`src/rtl/chord_arpeggiator.sv`:
```
// Chord arpeggiator: plays a captured 4-note chord one note per step
// in up/down/ping-pong/root pattern, with a one-deep pending chord slot.
module chord_arpeggiator #(
  parameter int STEP_TICKS = 12_500_000,
  parameter int GATE_TICKS = 9_375_000,
  parameter int CNT_W      = 24
) (
  input  logic        clk,
  input  logic        rst_n,
  input  logic        enable,
  input  logic [1:0]  mode,
  input  logic        chord_valid,
  output logic        chord_ready,
  input  logic [3:0]  chord,
  input  logic [15:0] notes_for_chord,
  output logic [3:0]  note_out,
  output logic        note_valid,
  output logic        note_strobe,
  output logic [1:0]  step_idx
);

  typedef enum logic {IDLE, PLAY} state_t;

  localparam logic [CNT_W-1:0] LAST = CNT_W'(STEP_TICKS - 1);
  localparam logic [CNT_W-1:0] GATE = CNT_W'(GATE_TICKS);

  state_t           state, state_n;
  logic [CNT_W-1:0] count, count_n;
  logic [1:0]       step, step_n;
  logic             dir, dir_n;
  logic             pend_full, pend_full_n;
  logic [3:0]       pend_chord, pend_chord_n;
  logic [15:0]      pend_notes, pend_notes_n;
  logic [3:0]       act_chord, act_chord_n;
  logic [15:0]      act_notes, act_notes_n;
  logic             act_loaded, act_loaded_n;
  logic             load;
  logic             sounding;
  logic [3:0]       cur_note;

  function automatic logic [15:0] reduce(input logic [15:0] n);
    logic [15:0] r;
    logic [3:0]  v;
    r = '0;
    for (int i = 0; i < 4; i++) begin
      v = n[4*i +: 4];
      r[4*i +: 4] = (v >= 4'd12) ? v - 4'd12 : v;
    end
    return r;
  endfunction

  function automatic logic [1:0] first(input logic [1:0] m);
    return (m == 2'b01) ? 2'd3 : 2'd0;
  endfunction

  always_comb begin
    state_n      = state;
    count_n      = count;
    step_n       = step;
    dir_n        = dir;
    pend_full_n  = pend_full;
    pend_chord_n = pend_chord;
    pend_notes_n = pend_notes;
    act_chord_n  = act_chord;
    act_notes_n  = act_notes;
    act_loaded_n = act_loaded;
    load         = 1'b0;
    unique case (state)
      IDLE: begin
        count_n = '0;
        if (enable && (pend_full || act_loaded)) begin
          load    = pend_full;
          state_n = PLAY;
          step_n  = first(mode);
          dir_n   = 1'b1;
        end
      end
      PLAY: begin
        if (!enable) begin
          state_n = IDLE;
          count_n = '0;
        end else if (count == LAST) begin
          count_n = '0;
          if (pend_full) begin
            load   = 1'b1;
            step_n = first(mode);
            dir_n  = 1'b1;
          end else begin
            case (mode)
              2'b00: step_n = step + 2'd1;
              2'b01: step_n = step - 2'd1;
              2'b11: step_n = 2'd0;
              default: begin
                // ping-pong bounces off both ends
                if (dir) begin
                  if (step == 2'd3) begin
                    step_n = 2'd2;
                    dir_n  = 1'b0;
                  end else begin
                    step_n = step + 2'd1;
                  end
                end else begin
                  if (step == 2'd0) begin
                    step_n = 2'd1;
                    dir_n  = 1'b1;
                  end else begin
                    step_n = step - 2'd1;
                  end
                end
              end
            endcase
          end
        end else begin
          count_n = count + CNT_W'(1);
        end
      end
    endcase
    if (load) begin
      act_chord_n  = pend_chord;
      act_notes_n  = pend_notes;
      act_loaded_n = 1'b1;
      pend_full_n  = 1'b0;
    end
    // capture only into an empty slot, so never collides with load
    if (chord_valid && !pend_full) begin
      pend_full_n  = 1'b1;
      pend_chord_n = chord;
      pend_notes_n = reduce(notes_for_chord);
    end
  end

  always_ff @(posedge clk) begin
    if (!rst_n) begin
      state      <= IDLE;
      count      <= '0;
      step       <= 2'd0;
      dir        <= 1'b1;
      pend_full  <= 1'b0;
      pend_chord <= 4'd0;
      pend_notes <= 16'd0;
      act_chord  <= 4'd0;
      act_notes  <= 16'd0;
      act_loaded <= 1'b0;
    end else begin
      state      <= state_n;
      count      <= count_n;
      step       <= step_n;
      dir        <= dir_n;
      pend_full  <= pend_full_n;
      pend_chord <= pend_chord_n;
      pend_notes <= pend_notes_n;
      act_chord  <= act_chord_n;
      act_notes  <= act_notes_n;
      act_loaded <= act_loaded_n;
    end
  end

  always_comb begin
    cur_note = 4'd0;
    case (step)
      2'd0: cur_note = act_notes[15:12];
      2'd1: cur_note = act_notes[11:8];
      2'd2: cur_note = act_notes[7:4];
      default: cur_note = act_notes[3:0];
    endcase
  end

  assign sounding    = (state == PLAY) && (act_chord != 4'd0);
  assign note_valid  = sounding && (count < GATE);
  assign note_strobe = sounding && (count == '0);
  assign note_out    = sounding ? cur_note : 4'd0;
  assign step_idx    = step;
  assign chord_ready = !pend_full;

endmodule

```
`config.mk`:
```
export PLATFORM = sky130hd
export DESIGN_NAME = chord_arpeggiator
export DESIGN_NICKNAME = d
export VERILOG_FILES = /design/src/rtl/chord_arpeggiator.sv
export SDC_FILE = /design/constraint.sdc
export NUM_CORES = 1
export LEC_CHECK = 0
export CELL_PAD_IN_SITES_DETAIL_PLACEMENT = 1
export CELL_PAD_IN_SITES_GLOBAL_PLACEMENT = 1
export CORE_AREA = 2 2 88 90
export DETAILED_ROUTE_END_ITERATION = 6
export DIE_AREA = 0 0 90 92
export GPL_TIMING_DRIVEN = 0
export PLACE_DENSITY_LB_ADDON = 0.15
export SETUP_SLACK_MARGIN = 0.5
export SLEW_MARGIN = 20
export SYNTH_ARGS = -nofsm -noshare
export SYNTH_HDL_FRONTEND = slang
export SYNTH_SLANG_ARGS = --single-unit
```
`constraint.sdc`:
```
create_clock -name clk -period 3.9 [get_ports clk]
set_input_delay 0.975 -clock clk [delete_from_list [all_inputs] [get_ports clk]]
set_output_delay 0.975 -clock clk [all_outputs]
set_load 0.01 [all_outputs]
```
==> reports/qor.yml <==
worst_ep_arrival_time_ns: 2.24
area_delta_synth_final_pct: 22.3
synth_cell_type_count: 38
clock_sinks: 70
place_congestion: 0.793
clk_pin_slew_ns: 0.08
grt_pass1_wl_um: 14100
firstDrtPassIters: 4
leakagePower_nw: 1.42
ys_seq_area_share_pct: 43.4
die_area_um2: 8280
end_kind: "primary output"
syn_nets: 416
layout_commonest_cell: "nand2_1"
r2r_slack_ns: 1.71
ff2ff_path_depth: 9
reg2reg_to: "count[7]$_SDFF_PP0_"
critPathLaunch: "step_idx[0]$_SDFFE_PN0P_"
cts_tree: "built"
die_w_um: 90
min_period_ns: 3.22
synth_compound_area_share_pct: 9.04
synth_xor_xnor_area_share_pct: 6.25
portBuffers: 34
period_share_pct: 82.5
grt_max_degree: 13
drv_slew: 0
synth_cells: 383
synthSimpleGateAreaFrac_pct: 26.8
cp-endpoint: "note_out[3]"
diodes: 0
drt_iter0_drc: 70
r2r_start: "count[0]$_SDFF_PP0_"
rsz0062_at_grt: "false"
netlist_top_cells_area: "dfxtp_1, nand2_1, mux2i_1, xor2_1, nor2_1"
vias: 2796
synth_top_family_by_area: "simple AND/OR/NAND/NOR gates"
ir_drop_uv: 179
tightestPinTransition_ns: 0.817
synth_area_um2: 3230
critical_path_class: "register to primary output"
design_area_um2: 3950
yosysTopAreaCell: "dfxtp_1"
root_buffer: "clkbuf_8"
path_max_fanout: 7
grt_use_total_pct: 21.3
grt_pass1_vias: 3048
cp.required_ns: 2.92
wirelength_um: 8100
fin_util_pct: 53.0
synth.avg_cell_area_um2: 8.42
startpoint_type: "register"
htree_levels: 3
grt-ovfl-total: 0
n_fill_cell: 910
synthArstFlopShare_pct: 0
p_per_area_nw_per_um2: 399
drive_gt1_share_pct: 6.25
place_area_um2: 3700
hold_path.class: "register to register"
drc_errors: 0
yosys_warnings: 0
synth.area.mux_share_pct: 6.83
max-clock-path-buffers: 2
cts_hold_buf: 0
max-slew-margin-rel_pct: 44.9
routed_via_density: 5.24
post-cts-setup-buffers: 0
synth_top_area_share_pct: 43.4
synth_edf_count: 0
final-setup-viol-count: 0
outcome: "completed"
avgRoutedWirePerCell_um: 15.2
dieHeight_um: 92
holdWs_ns: 0.456
antenna_found_initial: 0
core_region_area_um2: 7450
initial_utilization_pct: 43.3
rows: 32
maxCapViolCount: 0
clk_latency_ns: 0.35
ys_ff_latch: 70
synth_fa_ha_area_share_pct: 2.72
ant_nets: 0
dp_hpwl_um: 5980
mostFrequentLayoutCells: "nand2_1, dfxtp_1, nor2_1, clkdlybuf4s50_1, a21oi_1"
cts_buffers: 9
hold_violations: 0
num-nets-final: 461
ys.flop_type: "dfxtp_1"
pin_count: 35
tns_ns: 0
skew_ns: 0.0120
fmax_mhz: 311
-- cell families after synthesis --
kind of cell / count (synthesis)
flip-flops: 70
multiplexers: 22
adder cells (fa/ha/maj): 7
AND/OR/NAND/NOR: 188
AO/OA/AOI/OAI: 44
XOR/XNOR: 23
buffers and inverters: 29
-- critical path, stage by stage, from the launching register on --
cell and delay, ns:
dfxtp_2 0.40, inv_1 0.10, ha_1 0.26, a222oi_1 0.34
nor2_1 0.07, a21oi_1 0.14, nor2_1 0.06, clkdlybuf4s50_1 0.51
-- synthesized netlist by cell type (2+ instances only) --
master,n
nand3b_1,10
buf_12,2
nor4_1,4
o21a_1,2
dfxtp_1,70
buf_2,3
mux2i_1,22
nand3_1,11
nand4_1,9
and3_1,5
o21ai_0,3
a222oi_1,4
nor2_1,39
buf_6,2
xor2_1,18
inv_1,8
nor2b_1,4
and4_1,2
xnor2_1,5
ha_1,7
clkbuf_1,14
nor3_1,7
a21oi_1,27
nand2_1,91
-- how the worst min path moves through the flow --
stage                                      from                           to  slack, ns  depth (start not counted)
floorplan                   count[0]$_SDFF_PP0_          count[0]$_SDFF_PP0_       0.43                          1
global placement    pend_notes[11]$_SDFFE_PN0P_  pend_notes[11]$_SDFFE_PN0P_       0.44                          2
detailed placement  pend_notes[11]$_SDFFE_PN0P_  pend_notes[11]$_SDFFE_PN0P_       0.45                          2
CTS                 pend_notes[11]$_SDFFE_PN0P_  pend_notes[11]$_SDFFE_PN0P_       0.46                          2
global route         pend_chord[3]$_SDFFE_PN0P_   pend_chord[3]$_SDFFE_PN0P_       0.49                          2
finish               pend_notes[2]$_SDFFE_PN0P_   pend_notes[2]$_SDFFE_PN0P_       0.46                          2
-- registers in the layout, summed over array words and instances (netlist names), 2 cells and up --
name        cells
pend_chord      4
step_idx        2
pend_notes     16
act_chord       4
act_notes      16
count          24
-- power breakdown --
group	total [W]	switching, W	internal (W)
logic	0.000123	0.0000637	0.0000595
clock network	0.000707	0.000286	0.000421
registers	0.000744	0.0000124	0.000731
total	0.00157	0.000362	0.00121
-- stage by stage --
| stage | cells | worst slack [ns] | total power [W] |
|---|---|---|---|
| 2_1_floorplan | 383 | 1.57 | 0.000826 |
| 3_3_place_gp | 519 | 0.679 | 0.000879 |
| 3_5_place_dp | 519 | 0.891 | 0.000884 |
| 4_1_cts | 534 | 0.560 | 0.00159 |
| 5_1_grt | 534 | 0.518 | 0.00164 |
| 6_report | 534 | 0.684 | 0.00157 |
-- layout make-up --
class                      instances  area, um2  area share, %
clock inverter                     6        111           2.82
inverter                           8       30.0          0.761
buffer                            21        130           3.30
multi-input combinational        284       1670           42.4
timing repair buffer              34        348           8.81
tap                              102        128           3.23
clock buffer                       9        124           3.14
sequential                        70       1400           35.6
-- routing by layer --
layer,share of wire [%],track usage [%],vias to the layer above
li1,-,-,1385
met1,40,21.8,1351
met2,54,41.5,43
met3,3.2,5.34,17
met4,2.5,7.95,0
met5,0,0,-
-- timing repair --
item	CTS	global route
pin swaps	0	2
hold endpoints to repair	0	0
setup endpoints to repair	2	5
resized for setup	1	4
(Power assumes the default switching activity.)
